### config.mk
export PLATFORM = sky130hd
export DESIGN_NAME = ps2_host_tx_flat
export DESIGN_NICKNAME = d
export VERILOG_FILES = /design/src/rtl/ps2_pkg.sv /design/src/rtl/ps2_host_tx_if.sv /design/src/rtl/ps2_line_sync.sv /design/src/rtl/ps2_host_tx.sv /design/src/flat_wrapper.sv
export SDC_FILE = /design/constraint.sdc
export NUM_CORES = 1
export LEC_CHECK = 0
export CAP_MARGIN = 0
export CORE_MARGIN = 2
export CORE_UTILIZATION = 48
export CTS_CLUSTER_DIAMETER = 60
export CTS_CLUSTER_SIZE = 24
export DETAILED_ROUTE_END_ITERATION = 6
export GPL_ROUTABILITY_DRIVEN = 1
export GPL_TIMING_DRIVEN = 0
export PLACE_DENSITY = 0.66
export SKIP_LAST_GASP = 1
export SLEW_MARGIN = 40
export SYNTH_ARGS = -nofsm -noshare
export SYNTH_HDL_FRONTEND = slang
export SYNTH_SLANG_ARGS = --single-unit
export TNS_END_PERCENT = 5
### constraint.sdc
create_clock -name clk_sys -period 7.1 [get_ports clk_sys]
set_input_delay 1.775 -clock clk_sys [delete_from_list [all_inputs] [get_ports clk_sys]]
set_output_delay 1.775 -clock clk_sys [all_outputs]
set_load 0.01 [all_outputs]
### src/rtl/ps2_pkg.sv
// ---------------------------------------------------------------------------
// ps2_pkg
// Shared definitions for the PS/2 host transmitter and the keyboard receiver:
//   ps2_state_t  - host transmitter FSM states
//   ps2_status_t - completion status reported with tx_done
//   PS2_*        - default timing constants for a ~13 MHz clk_sys
//   ps2_frame()  - builds the 10-bit shift frame {stop, odd parity, data}
// ---------------------------------------------------------------------------
package ps2_pkg;

  typedef enum logic [2:0] {
    IDLE,
    INHIBIT,
    REQ,
    SEND,
    ACK,
    WAIT_IDLE
  } ps2_state_t;

  typedef enum logic [1:0] {
    PS2_OK      = 2'b00,
    PS2_NOACK   = 2'b01,
    PS2_TIMEOUT = 2'b10
  } ps2_status_t;

  localparam int unsigned PS2_INHIBIT_CYCLES = 1560;    // 120 us @ 13 MHz
  localparam int unsigned PS2_REQ_CYCLES     = 16;
  localparam int unsigned PS2_REQ_TIMEOUT    = 195000;  // 15 ms
  localparam int unsigned PS2_BIT_TIMEOUT    = 26000;   // 2 ms
  localparam int unsigned PS2_FILTER_LEN     = 4;
  localparam int unsigned PS2_CNT_W          = 18;

  // Stop bit in [9] so that shifting right fills with released (1) bits.
  function automatic logic [9:0] ps2_frame(input logic [7:0] data);
    return {1'b1, ~^data, data};
  endfunction

endpackage

### src/rtl/ps2_host_tx_if.sv
// ---------------------------------------------------------------------------
// ps2_host_tx_if
// Byte request/completion handshake between a command source and ps2_host_tx.
//   tx_data   - byte to send (sampled only on accept)
//   tx_valid  - request; accepted when tx_valid & tx_ready
//   tx_ready  - transmitter idle
//   tx_done   - one-cycle completion pulse
//   tx_status - 00 ok, 01 no-ack, 10 timeout; valid with tx_done
// Modports: master = command source, slave = transmitter.
// ---------------------------------------------------------------------------
interface ps2_host_tx_if;

  logic [7:0] tx_data;
  logic       tx_valid;
  logic       tx_ready;
  logic       tx_done;
  logic [1:0] tx_status;

  modport master (
    output tx_data,
    output tx_valid,
    input  tx_ready,
    input  tx_done,
    input  tx_status
  );

  modport slave (
    input  tx_data,
    input  tx_valid,
    output tx_ready,
    output tx_done,
    output tx_status
  );

endinterface

### src/rtl/ps2_line_sync.sv
// ---------------------------------------------------------------------------
// ps2_line_sync
// Conditions the raw PS/2 pad levels for use in the clk domain.
//   clk, reset  - system clock, synchronous active-high reset
//   clk_in      - raw ps2 clock pad level (asynchronous)
//   data_in     - raw ps2 data pad level (asynchronous)
//   clk_filt    - synchronised clock level, changes only after FILTER_LEN
//                 consecutive samples of the new level
//   data_sync   - 2-FF synchronised data level
//   clk_fall    - one-cycle strobe on a filtered 1->0 clock transition
// ---------------------------------------------------------------------------
module ps2_line_sync
  import ps2_pkg::*;
#(
  parameter int unsigned FILTER_LEN = PS2_FILTER_LEN
) (
  input  logic clk,
  input  logic reset,
  input  logic clk_in,
  input  logic data_in,
  output logic clk_filt,
  output logic data_sync,
  output logic clk_fall
);

  localparam int unsigned FW = (FILTER_LEN < 2) ? 1 : $clog2(FILTER_LEN);

  logic [1:0]    clk_meta;
  logic [1:0]    data_meta;
  logic [FW-1:0] flt_cnt;

  assign data_sync = data_meta[1];

  always_ff @(posedge clk) begin
    if (reset) begin
      clk_meta  <= '1;
      data_meta <= '1;
      clk_filt  <= 1'b1;
      flt_cnt   <= '0;
      clk_fall  <= 1'b0;
    end else begin
      clk_meta  <= {clk_meta[0], clk_in};
      data_meta <= {data_meta[0], data_in};
      clk_fall  <= 1'b0;
      // flt_cnt counts samples that disagree with the accepted level; any
      // agreeing sample restarts the run, so short glitches are dropped.
      if (clk_meta[1] == clk_filt) begin
        flt_cnt <= '0;
      end else if (flt_cnt == FW'(FILTER_LEN - 1)) begin
        clk_filt <= clk_meta[1];
        flt_cnt  <= '0;
        clk_fall <= clk_filt;
      end else begin
        flt_cnt <= flt_cnt + FW'(1);
      end
    end
  end

endmodule

### src/rtl/ps2_host_tx.sv
// ---------------------------------------------------------------------------
// ps2_host_tx
// Host-to-device PS/2 transmitter: sends one command byte to the keyboard
// over open-drain clock/data lines shared with the keyboard receiver.
//   clk_sys      - system clock (~13 MHz)
//   reset        - synchronous, active-high
//   tx           - byte handshake (ps2_host_tx_if.slave)
//   rx_inhibit   - high while a host transfer owns the lines (not IDLE)
//   ps2_clk_in   - raw clock pad level
//   ps2_data_in  - raw data pad level
//   ps2_clk_oe   - 1 = pull clock low
//   ps2_data_oe  - 1 = pull data low
// Sequence: INHIBIT (clock low) -> REQ (clock+data low) -> SEND (device
// clocks 10 bits out) -> ACK (11th edge samples ack) -> WAIT_IDLE.
// ---------------------------------------------------------------------------
module ps2_host_tx
  import ps2_pkg::*;
#(
  parameter int unsigned INHIBIT_CYCLES = PS2_INHIBIT_CYCLES,
  parameter int unsigned REQ_CYCLES     = PS2_REQ_CYCLES,
  parameter int unsigned REQ_TIMEOUT    = PS2_REQ_TIMEOUT,
  parameter int unsigned BIT_TIMEOUT    = PS2_BIT_TIMEOUT,
  parameter int unsigned FILTER_LEN     = PS2_FILTER_LEN
) (
  input  logic               clk_sys,
  input  logic               reset,
  ps2_host_tx_if.slave       tx,
  output logic               rx_inhibit,
  input  logic               ps2_clk_in,
  input  logic               ps2_data_in,
  output logic               ps2_clk_oe,
  output logic               ps2_data_oe
);

  ps2_state_t           state;
  ps2_state_t           state_nx;
  logic [PS2_CNT_W-1:0] cnt;
  logic [PS2_CNT_W-1:0] tmo_limit;
  logic [9:0]           shreg;
  logic [3:0]           bit_cnt;
  logic                 data_drive;
  logic                 first_seen;
  logic                 nack;
  logic                 clk_filt;
  logic                 data_sync;
  logic                 clk_fall;
  logic                 accept;
  logic                 in_xfer;
  logic                 line_idle;
  logic                 tmo_expired;

  ps2_line_sync #(
    .FILTER_LEN (FILTER_LEN)
  ) u_line_sync (
    .clk       (clk_sys),
    .reset     (reset),
    .clk_in    (ps2_clk_in),
    .data_in   (ps2_data_in),
    .clk_filt  (clk_filt),
    .data_sync (data_sync),
    .clk_fall  (clk_fall)
  );

  assign accept    = tx.tx_valid && (state == IDLE);
  assign in_xfer   = (state == SEND) || (state == ACK) || (state == WAIT_IDLE);
  assign line_idle = clk_filt && data_sync;
  assign tmo_limit = first_seen ? PS2_CNT_W'(BIT_TIMEOUT) : PS2_CNT_W'(REQ_TIMEOUT);
  assign tmo_expired = in_xfer && (cnt >= tmo_limit);

  // State register
  always_ff @(posedge clk_sys) begin
    if (reset) begin
      state <= IDLE;
    end else begin
      state <= state_nx;
    end
  end

  // Next-state logic
  always_comb begin
    state_nx = state;
    unique case (state)
      IDLE: begin
        if (accept) state_nx = INHIBIT;
      end
      INHIBIT: begin
        if (cnt == PS2_CNT_W'(INHIBIT_CYCLES - 1)) state_nx = REQ;
      end
      REQ: begin
        if (cnt == PS2_CNT_W'(REQ_CYCLES - 1)) state_nx = SEND;
      end
      SEND: begin
        if (tmo_expired) state_nx = IDLE;
        else if (clk_fall && (bit_cnt == 4'd9)) state_nx = ACK;
      end
      ACK: begin
        if (tmo_expired) state_nx = IDLE;
        else if (clk_fall) state_nx = WAIT_IDLE;
      end
      WAIT_IDLE: begin
        if (line_idle || tmo_expired) state_nx = IDLE;
      end
      default: state_nx = IDLE;
    endcase
  end

  // One counter times INHIBIT/REQ and the transfer timeouts: it restarts on
  // every state change and on every device falling edge, and saturates.
  always_ff @(posedge clk_sys) begin
    if (reset) begin
      cnt <= '0;
    end else if ((state == IDLE) || (state != state_nx)) begin
      cnt <= '0;
    end else if (clk_fall && ((state == SEND) || (state == ACK))) begin
      cnt <= '0;
    end else if (cnt != '1) begin
      cnt <= cnt + PS2_CNT_W'(1);
    end
  end

  // Frame datapath
  always_ff @(posedge clk_sys) begin
    if (reset) begin
      shreg      <= '1;
      bit_cnt    <= '0;
      data_drive <= 1'b0;
      first_seen <= 1'b0;
      nack       <= 1'b0;
    end else begin
      unique case (state)
        IDLE: begin
          data_drive <= 1'b0;
          if (accept) begin
            shreg      <= ps2_frame(tx.tx_data);
            bit_cnt    <= '0;
            first_seen <= 1'b0;
            nack       <= 1'b0;
          end
        end
        // The start bit stays driven into SEND until the first device edge.
        REQ: data_drive <= 1'b1;
        SEND: begin
          if (clk_fall) begin
            data_drive <= ~shreg[0];
            shreg      <= {1'b1, shreg[9:1]};
            bit_cnt    <= bit_cnt + 4'd1;
            first_seen <= 1'b1;
          end
        end
        ACK: begin
          if (clk_fall) nack <= data_sync;
        end
        default: ;
      endcase
    end
  end

  // Outputs
  always_comb begin
    tx.tx_ready  = (state == IDLE);
    rx_inhibit   = (state != IDLE);
    ps2_clk_oe   = (state == INHIBIT) || (state == REQ);
    ps2_data_oe  = (state == REQ) || ((state == SEND) && data_drive);
    tx.tx_done   = 1'b0;
    tx.tx_status = PS2_OK;
    if (!reset) begin
      if ((state == WAIT_IDLE) && line_idle) begin
        tx.tx_done   = 1'b1;
        tx.tx_status = nack ? PS2_NOACK : PS2_OK;
      end else if (tmo_expired) begin
        tx.tx_done   = 1'b1;
        tx.tx_status = PS2_TIMEOUT;
      end
    end
  end

endmodule

### src/flat_wrapper.sv
// flat-port wrapper written by rule: the top's interface ports become plain ports
module ps2_host_tx_flat import ps2_pkg::*;
#(
  parameter int unsigned INHIBIT_CYCLES = PS2_INHIBIT_CYCLES,
  parameter int unsigned REQ_CYCLES     = PS2_REQ_CYCLES,
  parameter int unsigned REQ_TIMEOUT    = PS2_REQ_TIMEOUT,
  parameter int unsigned BIT_TIMEOUT    = PS2_BIT_TIMEOUT,
  parameter int unsigned FILTER_LEN     = PS2_FILTER_LEN
)
  (clk_sys, reset, rx_inhibit, ps2_clk_in, ps2_data_in, ps2_clk_oe, ps2_data_oe, tx_tx_data, tx_tx_valid, tx_tx_ready, tx_tx_done, tx_tx_status);
  ps2_host_tx_if tx_i ();
  input  logic clk_sys;
  input  logic reset;
  output logic rx_inhibit;
  input  logic ps2_clk_in;
  input  logic ps2_data_in;
  output logic ps2_clk_oe;
  output logic ps2_data_oe;
  input wire logic [$bits(tx_i.tx_data)-1:0] tx_tx_data;
  input wire logic [$bits(tx_i.tx_valid)-1:0] tx_tx_valid;
  output wire logic [$bits(tx_i.tx_ready)-1:0] tx_tx_ready;
  output wire logic [$bits(tx_i.tx_done)-1:0] tx_tx_done;
  output wire logic [$bits(tx_i.tx_status)-1:0] tx_tx_status;
  assign tx_i.tx_data = tx_tx_data;
  assign tx_i.tx_valid = tx_tx_valid;
  assign tx_tx_ready = tx_i.tx_ready;
  assign tx_tx_done = tx_i.tx_done;
  assign tx_tx_status = tx_i.tx_status;
  ps2_host_tx #(.INHIBIT_CYCLES(INHIBIT_CYCLES), .REQ_CYCLES(REQ_CYCLES), .REQ_TIMEOUT(REQ_TIMEOUT), .BIT_TIMEOUT(BIT_TIMEOUT), .FILTER_LEN(FILTER_LEN)) u_core (.clk_sys(clk_sys), .reset(reset), .tx(tx_i), .rx_inhibit(rx_inhibit), .ps2_clk_in(ps2_clk_in), .ps2_data_in(ps2_data_in), .ps2_clk_oe(ps2_clk_oe), .ps2_data_oe(ps2_data_oe));
endmodule
; Word-level counts from Yosys, hierarchy flattened
; Cells that the tools add are included.
[word_totals]
reg_bits = 46
latch_bits = 0
ram_bits = 0
rom_bits = 0
out_inout_bits = 7
word_cells = 90
memories = 0
[classes]
add_sub_neg = 3
mul = 0
div = 0
magnitude_cmp = 1
eq_ne = 15
shift = 0
n_mux = 30
bitwise = 3
n_reduce_logical = 26
[ops]
columns = operator, n
row1 = $mux 3, 8
row2 = $mux 10, 2
row3 = $pmux 10 s2, 1
row4 = $add 18x1->18 const B, 1
row5 = $eq 18x11->1 const B, 1
row6 = $eq 18x4->1 const B, 1
row7 = $ge 18x18->1, 1
row8 = $mux 18, 1
row9 = $ne 18x18->1 const B, 1
row10 = $pmux 3 s6, 1
row11 = $reduce_or 3->1, 3
row12 = $mux 1, 8
row13 = $mux 4, 2
row14 = $pmux 4 s2, 1
row15 = $reduce_xnor 8->1, 1
row16 = $logic_and 1x1->1, 7
row17 = $eq 3x2->1 const B, 2
row18 = $eq 3x3->1 const B, 2
row19 = $logic_or 1x1->1, 6
row20 = $mux 2, 3
row21 = $reduce_and 3->1, 2
row22 = $reduce_bool 3->1, 2
row23 = $add 4x1->4 const B, 1
row24 = $eq 4x4->1 const B, 1
row25 = other kinds (13), 19

; Longest topological paths before layout
[logic_depth]
word_depth = 10
ltp_mapped = 9

; By module
; From an unflattened synthesis, not the netlist that was laid out.
[unflattened]
hier_cells = 311
hier_area_um2 = 2513.7
[modules_own_cells]
columns = module, instances, cells_per_inst, area_per_inst_um2
row1 = ps2_host_tx, 1, 292, 2257.2
row2 = ps2_line_sync, 1, 19, 256.5

; Least setup slack after synthesis
; Ideal clock, no wire load.
[synth_path]
path_type = input to output
from = in reset
to = out tx_tx_status[0]
arrival_ns = 2.547
t_required_ns = 5.325
slack_ns = 2.778
cell_stages = 3
n_path_buf = 2
path_cell_list = clkbuf_1 clkbuf_1 nor4_1
[synth_via]
elab_chain_cells = 1
[synth_rtl]
columns = element, line_no
row1 = start: declaration, flat_wrapper.sv:13  ; input logic reset;
row2 = $mux 2, ps2_host_tx.sv:166  ; if (!reset) begin
row3 = end: declaration, flat_wrapper.sv:23  ; output wire logic [$bits(tx_i.tx_status)-1:0] tx_tx_status;
; No other way between the ends.

; Final worst setup path
[layout_path]
from = in reset
to = out tx_tx_status[1]
; The elaborated chain is that of the path after synthesis.

==> results by group <==
Synthesis
  – Syn Inst Count: between 300 and 400
  – XOR/XNOR share of the synthesized area: 7.774%
  – Post-synthesis adder-cell area fraction: 5.794%
  – Syn Area/Cell: roughly 8.3 µm²
  – Yosys reg bits: 45
  – Sequential-to-total area share from yosys stat: between 30% and 40%
  – Synth Warn #: 0
  – Ys flop type: dfxtp_1
  – Post-synthesis compound-gate area fraction: 16.03%
  – Post-synth ARST share: 0%
  – Post-synthesis mux area share: 0.4346%
  – Netlist cell types: 57
  – Largest family of logic cells by synthesized area: simple AND/OR/NAND/NOR gates
  – Post-Syn Nets: ~340
  – Number of synthesized flops with an enable pin: 0
  – Mapped Area: 2591 µm²
  – Simple-gate share of the synthesized area: 31.24%

Setup path
  – Req. time, crit path: ~5300 ps
  – Worst-path fanout max: 10
  – WP data arrival: 3180 ps
  – Crit end category: output port
  – Kind of critical path: input pin to output port
  – Worst reg2reg path startpoint: u_core.first_seen
  – CP startpoint: reset
  – Crit path launch type: input pin

Hold path
  – Hold path start: u_core.u_line_sync.data_meta[0]
  – Hold WC Path Type: flip-flop to flip-flop

Detailed routing
  – WL/cell: 14.09 µm
  – Drt via density: around 5.6
  – DRT iter0 DRCs: 123
  – Antenna Nets Post-Route: 0
  – Post-route DRC: 0
  – First-pass DRT Iterations: 4
  – Via count: about 2300
  – Final wirelength: between 5 and 6 mm

Clock tree
  – Post-cts hold buffer count: 0
  – H-tree Lvls: 2
  – Clock transition at path regs: 90 ps
  – TritonCTS Buffers: 5
  – Clk sink count: 45
  – Root buffer cell: clkbuf_8
  – Clk Latency, worst-skew pair: 310 ps
  – PostCTS Resize Cnt: 0
  – Maximum root-to-sink buffer count: 2
  – CTS tree: built
  – Setup bufs post-CTS: 0

STA
  – Clk_skew: 11.25 ps
  – RSZ-0062 raised after global routing: no
  – Post-route setup TNS: 0 ps
  – Fin crit share: 69.82%
  – Final hold vios: 0
  – Max-slew headroom: 60.11%
  – PnR worst setup slack: roughly 2100 ps
  – Tmin final: 4957 ps
  – Max Clock Freq: 0.2017 GHz
  – Worst-Margin Slew: 593.9 ps
  – Slew Limit Fails: 0
  – Final setup violation count: 0

Power
  – Leak: 1.098 nW
  – Peak supply drop: 0.0001215 V
  – Power density cells: about 170 nW/µm²

Die
  – Initial Util: 50.10%
  – Die height: 77.48 µm
  – Die Span X: 77.48 µm
  – Die area: 6002 µm²
  – Num rows: 26
  – IO Pins: 20
  – Placeable Area: 5172 µm²

Placement
  – HPWL Detailed: 4.211 mm
  – Worst slack, placed: 2146 ps
  – Port bufs: 18
  – Gpl congestion: about 0.85

Layout
  – Synthesis-to-layout area growth: 14.24%
  – Utilization after layout: 57.23%
  – Nets: approximately 360
  – Layout cells sized above 1: about an eighth
  – # diodes: 0
  – # fillers: 488

Global routing
  – Pin count of the biggest net entering global routing: 14
  – Global-route wire length before repair: 9.742 mm
  – GRT Util Overall: 20.10%
  – Initial antenna violation count: 0
  – GRT Residual Overflow: 0
  – Vias in the first global route: 2080

Outcome
  – Status: complete, no violations

Run
  – Max-Cap Viols: 0
==> where the power goes <==
part / switching (mW) / internal [mW]
logic: 0.0254 / 0.0254
clock network: 0.0915 / 0.0881
registers: 0.00389 / 0.258
total: 0.121 / 0.372
==> registers in the layout, summed over array words and instances, names as in the netlist <==
name / cells
u_core.u_line_sync.data_meta: 2
u_core.bit_cnt: 4
u_core.u_line_sync.clk_filt: 1
u_core.nack: 1
u_core.u_line_sync.flt_cnt: 2
u_core.data_drive: 1
u_core.first_seen: 1
u_core.shreg: 9
u_core.state: 3
u_core.u_line_sync.clk_fall: 1
u_core.u_line_sync.clk_meta: 2
u_core.cnt: 18
==> cells in the final DEF, fill, tap and decap left out, types with 2 or more instances in the layout <==
cell type,n
a211o_1,2
a211oi_1,8
a21o_1,3
a21oi_1,12
a31oi_1,12
and2_1,2
and3_1,4
and3_2,2
and3b_1,2
clkbuf_1,11
clkbuf_8,7
clkdlybuf4s50_1,18
dfxtp_1,45
ha_1,12
inv_1,10
nand2_1,32
nand3_1,14
nand3b_1,2
nand4_1,7
nor2_1,37
nor2b_1,5
nor3_1,6
nor3b_1,2
nor4_1,3
nor4b_1,2
nor4bb_1,2
o21ai_0,5
o31ai_1,2
or2_2,13
or2b_2,2
or3_1,3
xnor2_1,13
xor2_1,10
==> synthesized netlist by cell type, drive strengths merged (2+ instances only) <==
library cell | count | share of area, %
a21o | 3 | 0.87
inv | 10 | 1.4
nor4 | 4 | 1.2
nor3 | 7 | 1.5
nor2 | 37 | 5.4
a21oi | 12 | 2.3
o31ai | 2 | 0.58
xnor2 | 13 | 4.4
or2b | 2 | 0.68
ha | 12 | 5.8
and3b | 2 | 0.68
and2 | 3 | 0.77
a211o | 2 | 0.68
o211ai | 2 | 0.77
dfxtp | 45 | 35
nand3b | 2 | 0.58
or3 | 3 | 0.72
nor4bb | 2 | 0.77
buf | 3 | 0.92
a31oi | 12 | 2.9
nor3b | 2 | 0.58
nand4 | 7 | 1.7
nand3 | 14 | 2.7
and3 | 6 | 1.5
nor2b | 5 | 1.2
xor2 | 10 | 3.4
a211oi | 9 | 3.1
o21ai | 5 | 0.97
or2 | 13 | 3.1
nand2 | 32 | 4.6
and4b | 2 | 0.82
nor4b | 3 | 1.6
clkbuf | 11 | 1.6
==> final timing paths <==
path / to / slack [ps] / depth (start not counted)
hold reg to reg: u_core.u_line_sync.data_meta[1] / 420 / 1
hold / removal: u_core.u_line_sync.data_meta[1] / 420 / 1
setup / recovery: tx_tx_status[1] / 2140 / 4
setup reg to reg: u_core.cnt[1] / 4440 / 8
==> routing by layer <==
layer / part of all wire [%] / global-route usage (%) / vias to the layer above
met3: 4.8 / 3.837 / 6
met5: 0 / 0 / -
li1: - / - / 1148
met4: 1.2 / 5.357 / 0
met1: 52 / 29.37 / 1061
met2: 42 / 30.26 / 45
==> layout make-up <==
cell class                 count  area (µm²)  area share [%]
clock inverter                 1       5.005          0.1691
buffer                        14       65.06           2.198
multi-input combinational    242        1588           53.63
timing repair buffer          18       180.2           6.086
clock buffer                   7       96.34           3.254
inverter                      10       37.54           1.268
sequential                    45       900.9           30.43
tap                           70       87.58           2.959
==> worst max-delay path, stage by stage <==
cell and delay [ps]:
clkbuf_1 350, clkbuf_1 450, a211oi_1 100, clkdlybuf4s50_1 500
==> kinds of logic after synthesis <==
family                     after synthesis
AOI/OAI and AO/OA                       57
xor gates and xnor gates                23
adders and majority gates               12
buffers and inverters                   24
DFF                                     45
muxes                                    1
and+or+nand+nor                        149
==> metrics by stage <==
| step | std cells | hold WS, ps | power [mW] | area (µm²) |
|---|---|---|---|---|
| 2_1_floorplan | 311 | 389.5 | 0.3003 | 2591 |
| 3_3_place_gp | 399 | 390.7 | 0.3177 | 2859 |
| 3_5_place_dp | 399 | 397.7 | 0.3183 | 2859 |
| 4_1_cts | 407 | 418.9 | 0.4942 | 2960 |
| 5_1_grt | 407 | 430.7 | 0.5133 | 2960 |
| 6_report | 407 | 415.1 | 0.4926 | 2960 |
Note: power is estimated with default switching activity, not from simulation.
